==> src/rtl/regfile_wb_arbiter.sv <==
// -----------------------------------------------------------------------------
// regfile_wb_arbiter
//
// Owns the single register-file write port (we3/a3/wd3) and shares it among
// NREQ result producers using a valid/ready handshake with round-robin
// arbitration. The write port is driven from one registered output stage, so a
// handshake in cycle N appears on we3/a3/wd3 in cycle N+1.
//
// Optional feature (compile-time macro REGFILE_WB_INIT_EN):
//   defined     - after reset the block zero-fills registers 1..31, one per
//                 cycle, before any requester is granted. init_done rises on
//                 the edge that posts the write to register 31.
//   not defined - no fill sequence; requests are grantable immediately after
//                 reset and init_done resets to 1.
//
// Parameters:
//   NREQ  number of write requesters (2..8)
//   AW    register address width
//   DW    register data width
//
// Ports:
//   clk        in   rising-edge clock
//   rst_n      in   asynchronous active-low reset
//   req_valid  in   [NREQ]     requester i has a write pending
//   req_addr   in   [NREQ*AW]  destination of requester i at [i*AW +: AW]
//   req_data   in   [NREQ*DW]  write data of requester i at [i*DW +: DW]
//   req_ready  out  [NREQ]     one-hot-or-zero grant (combinational)
//   we3        out             register-file write enable (registered)
//   a3         out  [AW]       register-file write address (registered)
//   wd3        out  [DW]       register-file write data (registered)
//   init_done  out             write port available to requesters (registered)
// -----------------------------------------------------------------------------
module regfile_wb_arbiter #(
    parameter int NREQ = 3,
    parameter int AW   = 5,
    parameter int DW   = 32
) (
    input  logic                 clk,
    input  logic                 rst_n,
    input  logic [NREQ-1:0]      req_valid,
    input  logic [NREQ*AW-1:0]   req_addr,
    input  logic [NREQ*DW-1:0]   req_data,
    output logic [NREQ-1:0]      req_ready,
    output logic                 we3,
    output logic [AW-1:0]        a3,
    output logic [DW-1:0]        wd3,
    output logic                 init_done
);

    localparam int PW = (NREQ > 1) ? $clog2(NREQ) : 1;

    // -------------------------------------------------------------------------
    // Unpack the flat requester buses into per-requester arrays
    // -------------------------------------------------------------------------
    logic [AW-1:0] addr_arr [NREQ];
    logic [DW-1:0] data_arr [NREQ];

    generate
        for (genvar gi = 0; gi < NREQ; gi++) begin : g_unpack
            assign addr_arr[gi] = req_addr[gi*AW +: AW];
            assign data_arr[gi] = req_data[gi*DW +: DW];
        end
    endgenerate

    // -------------------------------------------------------------------------
    // Zero-fill sequencer (optional)
    // -------------------------------------------------------------------------
    logic          in_run;      // arbitration active this cycle
    logic          run_next;    // arbitration active next cycle
    logic [AW-1:0] init_addr;   // register being zero-filled this cycle
    logic          init_done_rst;

`ifdef REGFILE_WB_INIT_EN
    typedef enum logic {
        ST_INIT = 1'b0,
        ST_RUN  = 1'b1
    } state_e;

    state_e     state_q, state_d;
    logic [4:0] cnt_q, cnt_d;

    always_ff @(posedge clk or negedge rst_n) begin
        if (!rst_n) begin
            state_q <= ST_INIT;
            cnt_q   <= 5'd1;
        end else begin
            state_q <= state_d;
            cnt_q   <= cnt_d;
        end
    end

    always_comb begin
        state_d = state_q;
        cnt_d   = cnt_q;
        if (state_q == ST_INIT) begin
            if (cnt_q == 5'd31) begin
                // The edge that posts register 31 also hands the port over.
                state_d = ST_RUN;
            end else begin
                cnt_d = cnt_q + 5'd1;
            end
        end
    end

    assign in_run        = (state_q == ST_RUN);
    assign run_next      = (state_d == ST_RUN);
    assign init_addr     = AW'(cnt_q);
    assign init_done_rst = 1'b0;
`else
    assign in_run        = 1'b1;
    assign run_next      = 1'b1;
    assign init_addr     = '0;
    assign init_done_rst = 1'b1;
`endif

    // -------------------------------------------------------------------------
    // Round-robin grant: first valid requester searching ptr, ptr+1, ...
    // -------------------------------------------------------------------------
    logic [PW-1:0] ptr_q, ptr_d;
    logic          gnt_found;
    logic [PW-1:0] gnt_idx;
    logic [PW:0]   cand;
    logic          hs;

    always_comb begin
        gnt_found = 1'b0;
        gnt_idx   = '0;
        cand      = '0;
        for (int k = 0; k < NREQ; k++) begin
            // ptr + k wrapped to 0..NREQ-1; one subtraction suffices since
            // both terms are below NREQ.
            cand = {1'b0, ptr_q} + (PW+1)'(k);
            if (cand >= (PW+1)'(NREQ)) begin
                cand = cand - (PW+1)'(NREQ);
            end
            if (!gnt_found && req_valid[cand[PW-1:0]]) begin
                gnt_found = 1'b1;
                gnt_idx   = cand[PW-1:0];
            end
        end
    end

    assign hs = in_run & gnt_found;

    // Ready is forced low while reset is held, even in builds without the
    // fill sequence where the block is otherwise always arbitrating.
    generate
        for (genvar gi = 0; gi < NREQ; gi++) begin : g_ready
            assign req_ready[gi] = rst_n & hs & (gnt_idx == PW'(gi));
        end
    endgenerate

    // -------------------------------------------------------------------------
    // Output register stage and pointer update
    // -------------------------------------------------------------------------
    logic          we3_q, we3_d;
    logic [AW-1:0] a3_q, a3_d;
    logic [DW-1:0] wd3_q, wd3_d;
    logic          init_done_q, init_done_d;
    logic [AW-1:0] sel_addr;
    logic [DW-1:0] sel_data;

    assign sel_addr = addr_arr[gnt_idx];
    assign sel_data = data_arr[gnt_idx];

    always_comb begin
        we3_d       = 1'b0;
        a3_d        = a3_q;
        wd3_d       = wd3_q;
        ptr_d       = ptr_q;
        init_done_d = run_next;
        if (!in_run) begin
            we3_d = 1'b1;
            a3_d  = init_addr;
            wd3_d = '0;
        end else if (hs) begin
            ptr_d = (gnt_idx == PW'(NREQ-1)) ? '0 : gnt_idx + PW'(1);
            if (sel_addr != '0) begin
                we3_d = 1'b1;
                a3_d  = sel_addr;
                wd3_d = sel_data;
            end else begin
                // Register 0 is hardwired: accept the request but post
                // nothing, and clear the port so no stale value lingers.
                a3_d  = '0;
                wd3_d = '0;
            end
        end
    end

    always_ff @(posedge clk or negedge rst_n) begin
        if (!rst_n) begin
            we3_q       <= 1'b0;
            a3_q        <= '0;
            wd3_q       <= '0;
            ptr_q       <= '0;
            init_done_q <= init_done_rst;
        end else begin
            we3_q       <= we3_d;
            a3_q        <= a3_d;
            wd3_q       <= wd3_d;
            ptr_q       <= ptr_d;
            init_done_q <= init_done_d;
        end
    end

    assign we3       = we3_q;
    assign a3        = a3_q;
    assign wd3       = wd3_q;
    assign init_done = init_done_q;

endmodule
==> config.mk <==
export PLATFORM = sky130hd
export DESIGN_NAME = regfile_wb_arbiter
export DESIGN_NICKNAME = d
export VERILOG_FILES = /design/src/rtl/regfile_wb_arbiter.sv
export SDC_FILE = /design/constraint.sdc
export NUM_CORES = 1
export LEC_CHECK = 0
export CAP_MARGIN = 10
export CORE_ASPECT_RATIO = 0.9
export CORE_MARGIN = 3
export CORE_UTILIZATION = 35
export CTS_CLUSTER_DIAMETER = 100
export DETAILED_ROUTE_END_ITERATION = 8
export PLACE_DENSITY = 0.87
export SYNTH_ARGS = -nofsm -noshare
export SYNTH_HDL_FRONTEND = slang
export SYNTH_SLANG_ARGS = --single-unit
==> constraint.sdc <==
create_clock -name clk -period 3 [get_ports clk]
set_clock_uncertainty 0.1 [all_clocks]
set_input_delay 0.9 -clock clk [delete_from_list [all_inputs] [get_ports clk]]
set_output_delay 0.9 -clock clk [all_outputs]
set_load 0.05 [all_outputs]
==> impl_results.md, run 1 <==
- WHS: 0.388 ns
- Dpl cell area: 4690 um^2
- Routed Antenna Nets: 0
- Routed wl met2: 5.65 mm
- # IOs: 158
- Crit-path slowest cell: or3_4
- Rel. slew slack: 0.530
- Design Area, Final: 5030 um^2
- # port buffers: 156
- CTS max path bufs: 2
- First-pass GRT wire length: 16.7 mm
- Avg Vias per Cell: 5.68
- FF+latch count, synth: 40
- Max Fclk: 306 MHz
- YS warnings: 0
- Final Cycle Share: 1.09
- Clk sink count: 40
- Largest net degree at the start of global routing: 41
- CP top delay family: simple AND/OR/NAND/NOR gates
- Root Buffer: clkbuf_8
- Final Hold Viols: 0
- Status: complete, but fails checks
- Layout cells sized above 1: 0.190
- WL/cell: 19.0 um
- Tot GR Track Use: 0.228
- Arr. time, crit path: 2.27 ns
- Peak VDD IR: 676 uV
- RePlAce Congestion: 0.956
- Dominant cells by area after synthesis: dfrtp_1 36%, nand3_1 12%, a32o_1 12%, o21ai_0 8.1%, nand2b_1 7.2%
- Yosys top cell by area: dfrtp_1
- Grt ovf: 0
- Post-synth EDFFs: 0
- Crit path kind: in -> out
- Largest stage delay, worst path: 0.41 ns
- Die X: 100 um
- Failing checks: setup timing
- DRT Pass-1 Iters: 5
- H-tree levels: 2
- HPWL Detailed: 7.72 mm
- Most numerous cell in the Yosys netlist: nand3_1
- Max-slew violation count: 0
- Fillers: 617
- Final nets: 621
- Syn Area/Cell: 8.62 um^2
- Power per standard cell area: 1490 nW/um^2
- Routed vias: 3388
- Final wirelength: 11.3 mm
- Cell count after synthesis: 323
- Post-synth ARST share: 1.00
- Met3 WL: 1.09 mm
- Syn-to-layout area delta: 80.7%
- CTS tree: built
- Chip Height: 90.6 um
- Ant diodes: 0
- Least-Margin Pin Slew: 0.705 ns
- Total power: 0.00748 W
- Max Cap Viol: 0
- Area of the multi-input gates: 1800 um^2
- Initial Util: 0.365
- Commonest cells post-synth: 65 x nand3_1, 45 x o21ai_0, 40 x dfrtp_1, 32 x a32o_1, 32 x nand2b_1
- Rows: 30
- Yosys cell types: 43
- CP bufs+invs: 2
- First-iteration detailed-routing DRC count: 152
- Met1 WL: 4.49 mm
- Clock latency on the worst-skew pair: 0.28 ns
- Synth top area share: 0.360
- Post-synthesis sequential area ratio: 0.360
- RSZ-0062 raised after global routing: true
- Final worst slack: -0.271 ns
- WP data required: 2.00 ns
- CP Capture Type: output pin
- Top Layer Used: met4
- Reg area: 1000 um^2
- Top cell by count, worst path: mux2_4
- Pre-CTS setup slack: -0.713 ns
- Maximum fanout along the worst path: 3
- Area of the mapped netlist: 2780 um^2
- HP Class: reg -> reg
- Setup-failing EPs final: 4
- Cts bufs inserted: 5
- Reg clk slew, reported paths: 0.09 ns
- Vias in the first global route: 3418
- CP startpoint kind: primary input
- DRC: 0
- Main synth FF type: dfrtp_1
- Crit path time final: 3.27 ns
- Leakage: 1.99 nW
- Syn nets: 443
- Floorplan core area: 7620 um^2
- Critical Path, Cell by Cell: buf_8 > mux2_4 > mux2_4 > or3_4 > nand2_4 > nor3_4 > buf_12
- Die ar.: 9060 um^2
- Antenna violations before repair: 0
[state kept, by name (all words and copies together) (netlist names)]
name	cells
a3	5
ptr_q	2
we3	1
wd3	32
[stage by stage]
step	std cells	utilization	TNS, ns
finish	597	0.660	-0.813
global route	597	0.660	-1.04
CTS	594	0.647	-0.752
detailed placement	580	0.616	-26.22
global placement	580	0.616	-25.01
floorplan	323	-	-0.964
[routing by layer]
layer,up-vias,GRT usage
met4,0,0.0584
met1,1631,0.283
li1,1573,-
met2,172,0.398
met3,12,0.0494
met5,-,0
[timing repair]
| item | in CTS | in global routing |
|---|---|---|
| cloned | 0 | 3 |
| pin swaps | 9 | 7 |
| hold buffers | 0 | 0 |
| endpoints found under the setup margin | 36 | 35 |
| resized for setup | 42 | 11 |
| buffers inserted | 7 | 0 |
[kinds of logic after synthesis]
| kind of cell | Yosys count | synth area share |
|---|---|---|
| adders and majority gates | 4 | 0.0180 |
| DFF | 40 | 0.360 |
| and+or+nand+nor | 138 | 0.274 |
| muxes | 7 | 0.0319 |
| buffers and inverters | 40 | 0.0719 |
| other | 1 | 0.00135 |
| AOI/OAI and AO/OA | 93 | 0.243 |
[power breakdown]
group | total, W | internal (W) | switching, W | leakage, nW
Clock | 0.000352 | 0.000158 | 0.000194 | 0.0400
Sequential | 0.00104 | 0.000877 | 0.000159 | 0.483
Combinational | 0.00609 | 0.00260 | 0.00349 | 1.46
Total | 0.00748 | 0.00363 | 0.00384 | 1.99
[cell type report]
| class | instances | share of cell area |
|---|---|---|
| Inverter | 4 | 0.00299 |
| Multi-Input combinational cell | 246 | 0.358 |
| Tap cell | 96 | 0.0239 |
| Clock buffer | 5 | 0.0137 |
| Clock inverter | 2 | 0.00249 |
| Sequential cell | 40 | 0.199 |
| Timing Repair Buffer | 204 | 0.399 |
[cells in the final DEF, fill, tap and decap left out, types with 3 or more instances in the layout]
cell               n
a41o_4             4
nand2_1            8
o21ai_0           42
a32o_1            32
nand3b_1           3
dfrtp_1           39
ha_4               3
mux2i_4            3
buf_4             39
and3_1             5
a211oi_1           5
nor2_1             4
or4_1              3
nand2b_1          32
buf_12             6
clkbuf_8           5
nand3_1           65
clkdlybuf4s50_1  149
buf_6              7
[worst reg2reg max path, cell delays in order, from the launching register on]
cell and delay, ns:
dfrtp_1 0.40, buf_4 0.15, ha_4 0.24, nor3b_2 0.18, o211ai_1 0.17, and3_4 0.23, buf_4 0.20, or4_4 0.56
a41o_4 0.37, a32o_1 0.25
[worst paths after layout]
kind / startpoint / end / slack (ns) / depth (start not counted)
worst max-delay path: req_valid[0] / req_ready[0] / -0.27 / 7
worst min-delay path: a3[3]$_DFFE_PN0N_ / a3[3]$_DFFE_PN0N_ / 0.39 / 2
worst max register to register: ptr_q[1]$_DFFE_PN0N_ / wd3[23]$_DFFE_PN0N_ / 0.03 / 9
worst min register to register: a3[3]$_DFFE_PN0N_ / a3[3]$_DFFE_PN0N_ / 0.39 / 2
max in group asynchronous: rst_n / ptr_q[0]$_DFFE_PN0N_ / 1.74 / 2
min in group asynchronous: rst_n / a3[3]$_DFFE_PN0N_ / 0.66 / 2
Power figures use the tool's default switching activity.
==> inputs of run 2 (changes only) <==
--- a/config.mk
+++ b/config.mk
@@ -8,10 +8,10 @@
 export CAP_MARGIN = 10
 export CORE_ASPECT_RATIO = 0.9
 export CORE_MARGIN = 3
-export CORE_UTILIZATION = 35
+export CORE_UTILIZATION = 39
 export CTS_CLUSTER_DIAMETER = 100
 export DETAILED_ROUTE_END_ITERATION = 8
-export PLACE_DENSITY = 0.87
+export PLACE_DENSITY = 0.92
 export SYNTH_ARGS = -nofsm -noshare
 export SYNTH_HDL_FRONTEND = slang
 export SYNTH_SLANG_ARGS = --single-unit
==> constraint.sdc (replaced) <==
create_clock -name clk -period 3.1 [get_ports clk]
set_clock_uncertainty 0.1 [all_clocks]
set_input_delay 0.93 -clock clk [delete_from_list [all_inputs] [get_ports clk]]
set_output_delay 0.93 -clock clk [all_outputs]
set_load 0.05 [all_outputs]
==> run 2 against run 1 <==
Compared with the run above: the flow still finishes with violations (setup timing); worst setup slack gained 0.024 ns; sequential power is 4% lower; clock power barely moved; non-clock buffer count decreased by 3; register-to-register slack improved by 0.09 ns; design area is 0.92% lower; critical path type unchanged; largest power group unchanged.
==> impl_results.md, run 2 (synthesis gave the netlist of run 1 again) <==
- CTS tree: built
- Ant diodes: 0 (unchanged)
- Rows: 28 (-6.7%)
- Layout cells sized above 1: 0.181 (-0.00890)
- Max Fclk: 299 MHz
- Status: complete, but fails checks
- Worst setup path start: req_valid[0]
- H-tree levels: 2 (unchanged)
- Largest stage delay, worst path: 0.28 ns (-0.13 ns)
- DRC: 0 (unchanged)
- Routed Antenna Nets: 0 (unchanged)
- Min-delay src: a3[2]$_DFFE_PN0N_
- Leakage: 1.97 nW (-0.88%)
- Die ar.: 8190 um^2 (-9.6%)
- Tot GR Track Use: 0.269 (+0.0417)
- Least-Margin Pin Slew: 0.650 ns (-0.0548 ns)
- Final Cycle Share: 1.08
- Avg Vias per Cell: 5.89 (+3.7%)
- Power per standard cell area: 1440 nW/um^2 (-2.9%)
- WP data required: 2.07 ns (+0.07 ns)
- Syn-to-layout area delta: 79.0%
- Antenna violations before repair: 0 (unchanged)
- Final nets: 618 (-0.48%)
- CP startpoint kind: primary input
- Routed vias: 3462 (+2.2%)
- Final Hold Viols: 0 (unchanged)
- Final wirelength: 11.3 mm (-0.42%)
- Peak VDD IR: 628 uV (-7.1%)
- RePlAce Congestion: 0.933 (-2.5%)
- Max FFs per register: 32 (unchanged)
- Setup-failing EPs final: 3 (-1)
- First-iteration detailed-routing DRC count: 178 (+17%)
- Die X: 95.1 um (-4.9%)
- Initial Util: 0.412 (+0.0464)
- Commonest non-fill, non-tap cell in the layout: clkdlybuf4s50_1
- Chip Height: 86.2 um (-4.9%)
- Root Buffer: clkbuf_8
- CP Capture Type: output pin
- Max-slew violation count: 0 (unchanged)
- # IOs: 158 (unchanged)
- CTS max path bufs: 2 (unchanged)
- Fin util: 0.737 (+0.0769)
- Floorplan core area: 6760 um^2 (-11%)
- Hold bufs inserted after CTS: 0 (unchanged)
- Failing checks: setup timing
- Maximum fanout along the worst path: 3 (unchanged)
- Critical Path, Cell by Cell: buf_8 > mux2_4 > buf_6 > mux2i_4 > buf_6 > nor2_4 > nor2_4 > and3_4 > buf_12
- First-pass GRT wire length: 17.3 mm (+3.6%)
- RR Startpoint: ptr_q[1]$_DFFE_PN0N_
- Final worst slack: -0.247 ns (+0.0243 ns)
- # port buffers: 156 (unchanged)
- Rel. slew slack: 0.567 (+0.0366)
- Vias in the first global route: 3548 (+3.8%)
- Grt ovf: 0 (unchanged)
- Largest net degree at the start of global routing: 41 (unchanged)
- DRT Pass-1 Iters: 5 (unchanged)
- WL/cell: 19.2 um (+1.1%)
- Arr. time, crit path: 2.32 ns (+0.05 ns)
- Crit-path slowest cell: mux2_4
- HP Class: reg -> reg
- Max Cap Viol: 0 (unchanged)
- Most frequent cells in the layout: 149 x clkdlybuf4s50_1, 65 x nand3_1, 42 x o21ai_0
- RSZ-0062 raised after global routing: true
- Total power: 0.00720 W (-3.8%)
- WHS: 0.393 ns (+0.00455 ns)
- Reg clk slew, reported paths: 0.09 ns (about the same)
- Crit path kind: in -> out
- Clock latency on the worst-skew pair: 0.29 ns (about the same)
- Clk sink count: 40 (unchanged)
- Cts bufs inserted: 5 (unchanged)
- HPWL Detailed: 7.71 mm (about the same)
- Crit path time final: 3.35 ns
## run 2: cell types whose count changed in the layout (fill, tap and decap cells not counted), sizes merged
cell  delta
buf      -3
## run 2: worst max-delay path, delay by kind of cell
family | cells | cell delay, ns
buf+inv | 4 | 0.48
mux | 2 | 0.46
simple gates | 3 | 0.43
## run 2: layer usage
metal	routed length, um	vias up	track usage
met4	344	0	0.107
met1	4290	1661	0.310
li1	-	1572	-
met3	1050	32	0.0772
met5	0	-	0
met2	5610	197	0.467
## run 2: stage by stage
step	setup WS (ns)	area (um^2)	setup TNS, ns	cells
after floorplan	-0.353	2850	-0.844	323
after detailed placement	-0.785	4660	-28.62	571
final	-0.247	4980	-0.680	588
after global placement	-0.669	4660	-24.36	571
after CTS	-0.227	4900	-0.649	584
after global routing	-0.302	4980	-0.840	588
## run 2: cell type report
class / count / area, um^2
clock inverters: 2 / 12.5
multi-input cells: 246 / 1780
well taps: 90 / 113
clock buffers: 5 / 68.8
fillers: 473 / 1780
inverters: 4 / 15.0
repair buffers: 201 / 1990
flip-flops and latches: 40 / 1000
## run 2: worst paths after layout
path / cells after the start / end / slack (ns)
max: 9 / req_ready[1] / -0.25
min: 2 / a3[2]$_DFFE_PN0N_ / 0.39
max reg2reg: 11 / wd3[12]$_DFFE_PN0N_ / 0.12
min reg2reg: 2 / a3[2]$_DFFE_PN0N_ / 0.39
max in group asynchronous: 2 / ptr_q[0]$_DFFE_PN0N_ / 1.83
min in group asynchronous: 2 / a3[3]$_DFFE_PN0N_ / 0.66
## run 2: timing repair
item	CTS	global route
endpoints found under the hold margin	0	0
resized for setup	36	14
pin swaps	10	11
gates cloned	2	1
setup buffers	4	5
setup endpoints to repair	36	35
## run 2: report_power, final
group	internal [W]	leakage [nW]	switching, W
sequential	0.000848	0.483	0.000151
combinational	0.00247	1.45	0.00338
clock	0.000153	0.0400	0.000196
==> RTL change 1, RTL diff (config.mk and constraints of run 1) <==
Set the parameter `AW` to 4 (it was 5).
--- a/src/rtl/regfile_wb_arbiter.sv
+++ b/src/rtl/regfile_wb_arbiter.sv
@@ -32,7 +32,7 @@
 // -----------------------------------------------------------------------------
 module regfile_wb_arbiter #(
     parameter int NREQ = 3,
-    parameter int AW   = 5,
+    parameter int AW   = 4,
     parameter int DW   = 32
 ) (
     input  logic                 clk,
Interface: changed (resized a3 and req_addr); port bits go from 158 to 154. The function was not compared with the original's and may differ.
==> RTL change 1 against run 1 <==
  * Synthesized cell count down 7.1%
  * Maximum frequency shrank 2.0%
  * Total power fell by 7.8%
  * Routed wire length down 19%
  * Combinational power down 10%
  * Sequential power down 4%
  * Cell area fell by 4.8%
  * Synthesized area fell by 1.5%
  * Largest power group unchanged
  * Critical path type is now reg2out
  * Worst setup slack lost 65 ps
  * Global-route usage down 2.5 points
  * The flow still finishes with violations (setup timing)
  * Clock power up 18%
  * Sequential cell count decreased by 1
==> RTL change 1: results <==
[setup_path]
cp_top_family = simple AND/OR/NAND/NOR gates
critPathSlowestCell = or3b_4
crit_arrival_ps = 2340
critPathMaxStageDelay_ps = 440
crit_fanout = 6

[power]
leakagePower_nw = 1.88
p_comb_share_pct = 79.5
p_sw_share_pct = 50.7
seqPwrFrac_pct = 14.4

[sta]
finalSetupViolations = 3
finalSetupTns_ps = -975
holdWs_ps = 383
finalWorstSetupSlack_ps = -336
max_slew.worst_pin.slew_ps = 549

[cells_and_area]
n_all_buffers = 185
clock_area_share_pct = 2.14
drive_gt1_share_pct = 22.0
fin_util_pct = 65.3
nClkBuffers = 6
finish.net_count = 581
seq_area_sq_um = 976
final-nonclk-buf-share_pct = 38.9
diodes = 0
multi_input_area_sq_um = 1720
inverters_excl_clock = 3
multi_input_area_share_pct = 35.9

[synth]
muxShareOfSynthArea_pct = 2.46
ys_ff_latch = 39
synthTopCellsByCount = dfrtp_1, nor2_1, nor2b_1
yosys-top-cells-area = dfrtp_1, o31ai_2, a211oi_1
yosysUniqueCellTypes = 40
synth_area_per_cell_sq_um = 9.14
synthAdderAreaFrac_pct = 1.82
syn_nets = 417

[global_route]
grt_use_met3_pct = 4.88
track_usage_pct = 20.3
grt_use_met2_pct = 36.9
met1_usage_pct = 23.7
grt_max_degree = 74
grt_pass1_wl_microns = 14700

[place]
post-place-ws_ps = -799
place_hpwl_microns = 6760
gp_congestion = 0.855
io_buffers = 152
dpl.cell_count = 541
placed_cell_area_sq_um = 4490

[detailed_routing]
vias = 2917
drt_iter0_markers = 76
route.met2.wl_microns = 4700
drt-pass1-iter-count = 4
wl_met3_microns = 680
drt-total-wl_microns = 9150
wl_per_cell_microns = 16.4

[clock_network]
cts_resized = 36
clk_pin_slew_ps = 70

[run_status]
outcome = complete, but fails checks
violations = setup timing
## RTL change 1: cell types whose count changed in the layout (fill, tap and decap cells not counted), sizes merged, moves of 4 or more
| cell | run 1 | this run |
|---|---|---|
| a211oi | 5 | 37 |
| a32o | 32 | 0 |
| a41o | 4 | 0 |
| and3 | 7 | 1 |
| buf | 55 | 39 |
| clkdlybuf4s50 | 149 | 145 |
| nand2 | 10 | 38 |
| nand2b | 32 | 1 |
| nand3 | 65 | 0 |
| nor2 | 6 | 39 |
| nor2b | 2 | 39 |
| o21ai | 46 | 3 |
| o31ai | 1 | 37 |
## RTL change 1: path summary, 6_finish.rpt
check | start | to | depth (start not counted)
min in group asynchronous | rst_n | wd3[26] | 2
min | wd3[8] | wd3[8] | 2
max in group asynchronous | rst_n | a3[1] | 2
min reg2reg | wd3[8] | wd3[8] | 2
max reg2reg | ptr_q[1] | wd3[29] | 11
max | ptr_q[1] | req_ready[0] | 9
==> RTL change 2, RTL diff (settings of run 1) <==
Without the edit above. Build with the macro `REGFILE_WB_INIT_EN` defined.
--- a/src/rtl/regfile_wb_arbiter.sv
+++ b/src/rtl/regfile_wb_arbiter.sv
@@ -30,6 +30,8 @@
 //   wd3        out  [DW]       register-file write data (registered)
 //   init_done  out             write port available to requesters (registered)
 // -----------------------------------------------------------------------------
+`define REGFILE_WB_INIT_EN
+
 module regfile_wb_arbiter #(
     parameter int NREQ = 3,
     parameter int AW   = 5,
Check against the original RTL: not equivalent (a bounded check fails within 4 cycles, from zero or initial values and one cycle with rst_n low).
==> RTL change 2 against run 1 <==
  * The flow still finishes with violations (setup timing)
  * Total power decreased by 14%
  * Cell area is 2.2% higher
  * Sequential cell count up 6
  * Synthesized area grew 3.6%
  * First-iteration DRC count is 50% lower
  * Routed wire length down 17%
  * Critical path type is now reg2reg
  * Sequential power rose by 4%
  * Worst setup slack worse by 47 ps
==> RTL change 2: results <==
[run_status]
outcome = complete, but fails checks
violations = setup timing

[synth]
synth_area_per_cell_sq_um = 9.78
yosysUniqueCellTypes = 41
synthTopCellsByCount = dfrtp_1, nand2_1, mux2i_1
syn_nets = 417
yosys-top-cells-area = dfrtp_1, mux2i_1, a32o_1

[place]
post-place-ws_ps = -847
placed_cell_area_sq_um = 4840
gp_congestion = 0.944
io_buffers = 157

[detailed_routing]
drt_iter0_markers = 76
wl_per_cell_microns = 16.4

[setup_path]
critPathSlowestCell = or4_4
crit_fanout = 8
crit_arrival_ps = 3400

[cells_and_area]
finish.net_count = 599
final_cells = 574
fillCellCount = 632

[global_route]
grt_use_met3_pct = 4.33
grt_pass1_wl_microns = 14500
grt_use_met2_pct = 36.4

[power]
p_int_w = 0.00340
powerClk_w = 0.000376
finalPower_w = 0.00646
peakVddDrop_mv = 0.467

[floorplanning]
die-area_sq_um = 9370

[sta]
finalSetupViolations = 38
max_slew.worst_pin.slew_ps = 553
finalWorstSetupSlack_ps = -318
==> RTL change 2: cells by family (layout without fill, tap and decap cells) <==
group | after synthesis | count (layout) | synth area share [%]
compound gates | 89 | 89 | 22.6
xor+xnor | 3 | 3 | 0.911
fa+ha+maj | 6 | 6 | 2.60
buf+inv | 31 | 214 | 5.85
flops | 46 | 46 | 39.9
mux | 46 | 46 | 16.2
simple gates | 74 | 74 | 11.9
==> RTL change 2: final timing paths <==
check | from | endpoint | slack [ps] | depth (start not counted)
min | wd3[3] | wd3[3] | 400 | 1
max in group asynchronous | rst_n | cnt_q[0] | 1920 | 2
min in group asynchronous | rst_n | wd3[18] | 580 | 2
max reg2reg | ptr_q[1] | wd3[20] | -320 | 13
min reg2reg | wd3[3] | wd3[3] | 400 | 1
max | ptr_q[1] | wd3[20] | -320 | 13
==> RTL change 2: what timing repair did <==
item / 4_1_cts / 5_1_grt
pin swaps: 13 / 3
setup endpoints to repair: 40 / 37
setup buffers: 9 / 4
cloned: 0 / 1
resized for setup: 27 / 11
==> RTL change 2: critical path: cells and delay by family (launching register included) <==
family                   cells  cell delay (ps)
multiplexers                 2              480
buffers and inverters        5              700
adder cells (fa/ha/maj)      1              290
AO/OA/AOI/OAI                4              640
flip-flops                   1              400
AND/OR/NAND/NOR              1              590
==> RTL change 2: layout make-up <==
type	count	area (sq um)	area share, %
clock buffer	5	68.8	1.34
timing repair buffer	203	2020	39.4
tap	96	120	2.34
clock inverter	3	23.8	0.463
inverter	3	11.3	0.219
multi-input combinational	218	1740	33.8
sequential	46	1150	22.4
==> RTL change 2: metal layers <==
layer / up-vias / part of all wire (%)
met5: - / 0
met4: 0 / 1.9
met3: 12 / 5.3
met2: 88 / 54
met1: 1443 / 39
li1: 1461 / -
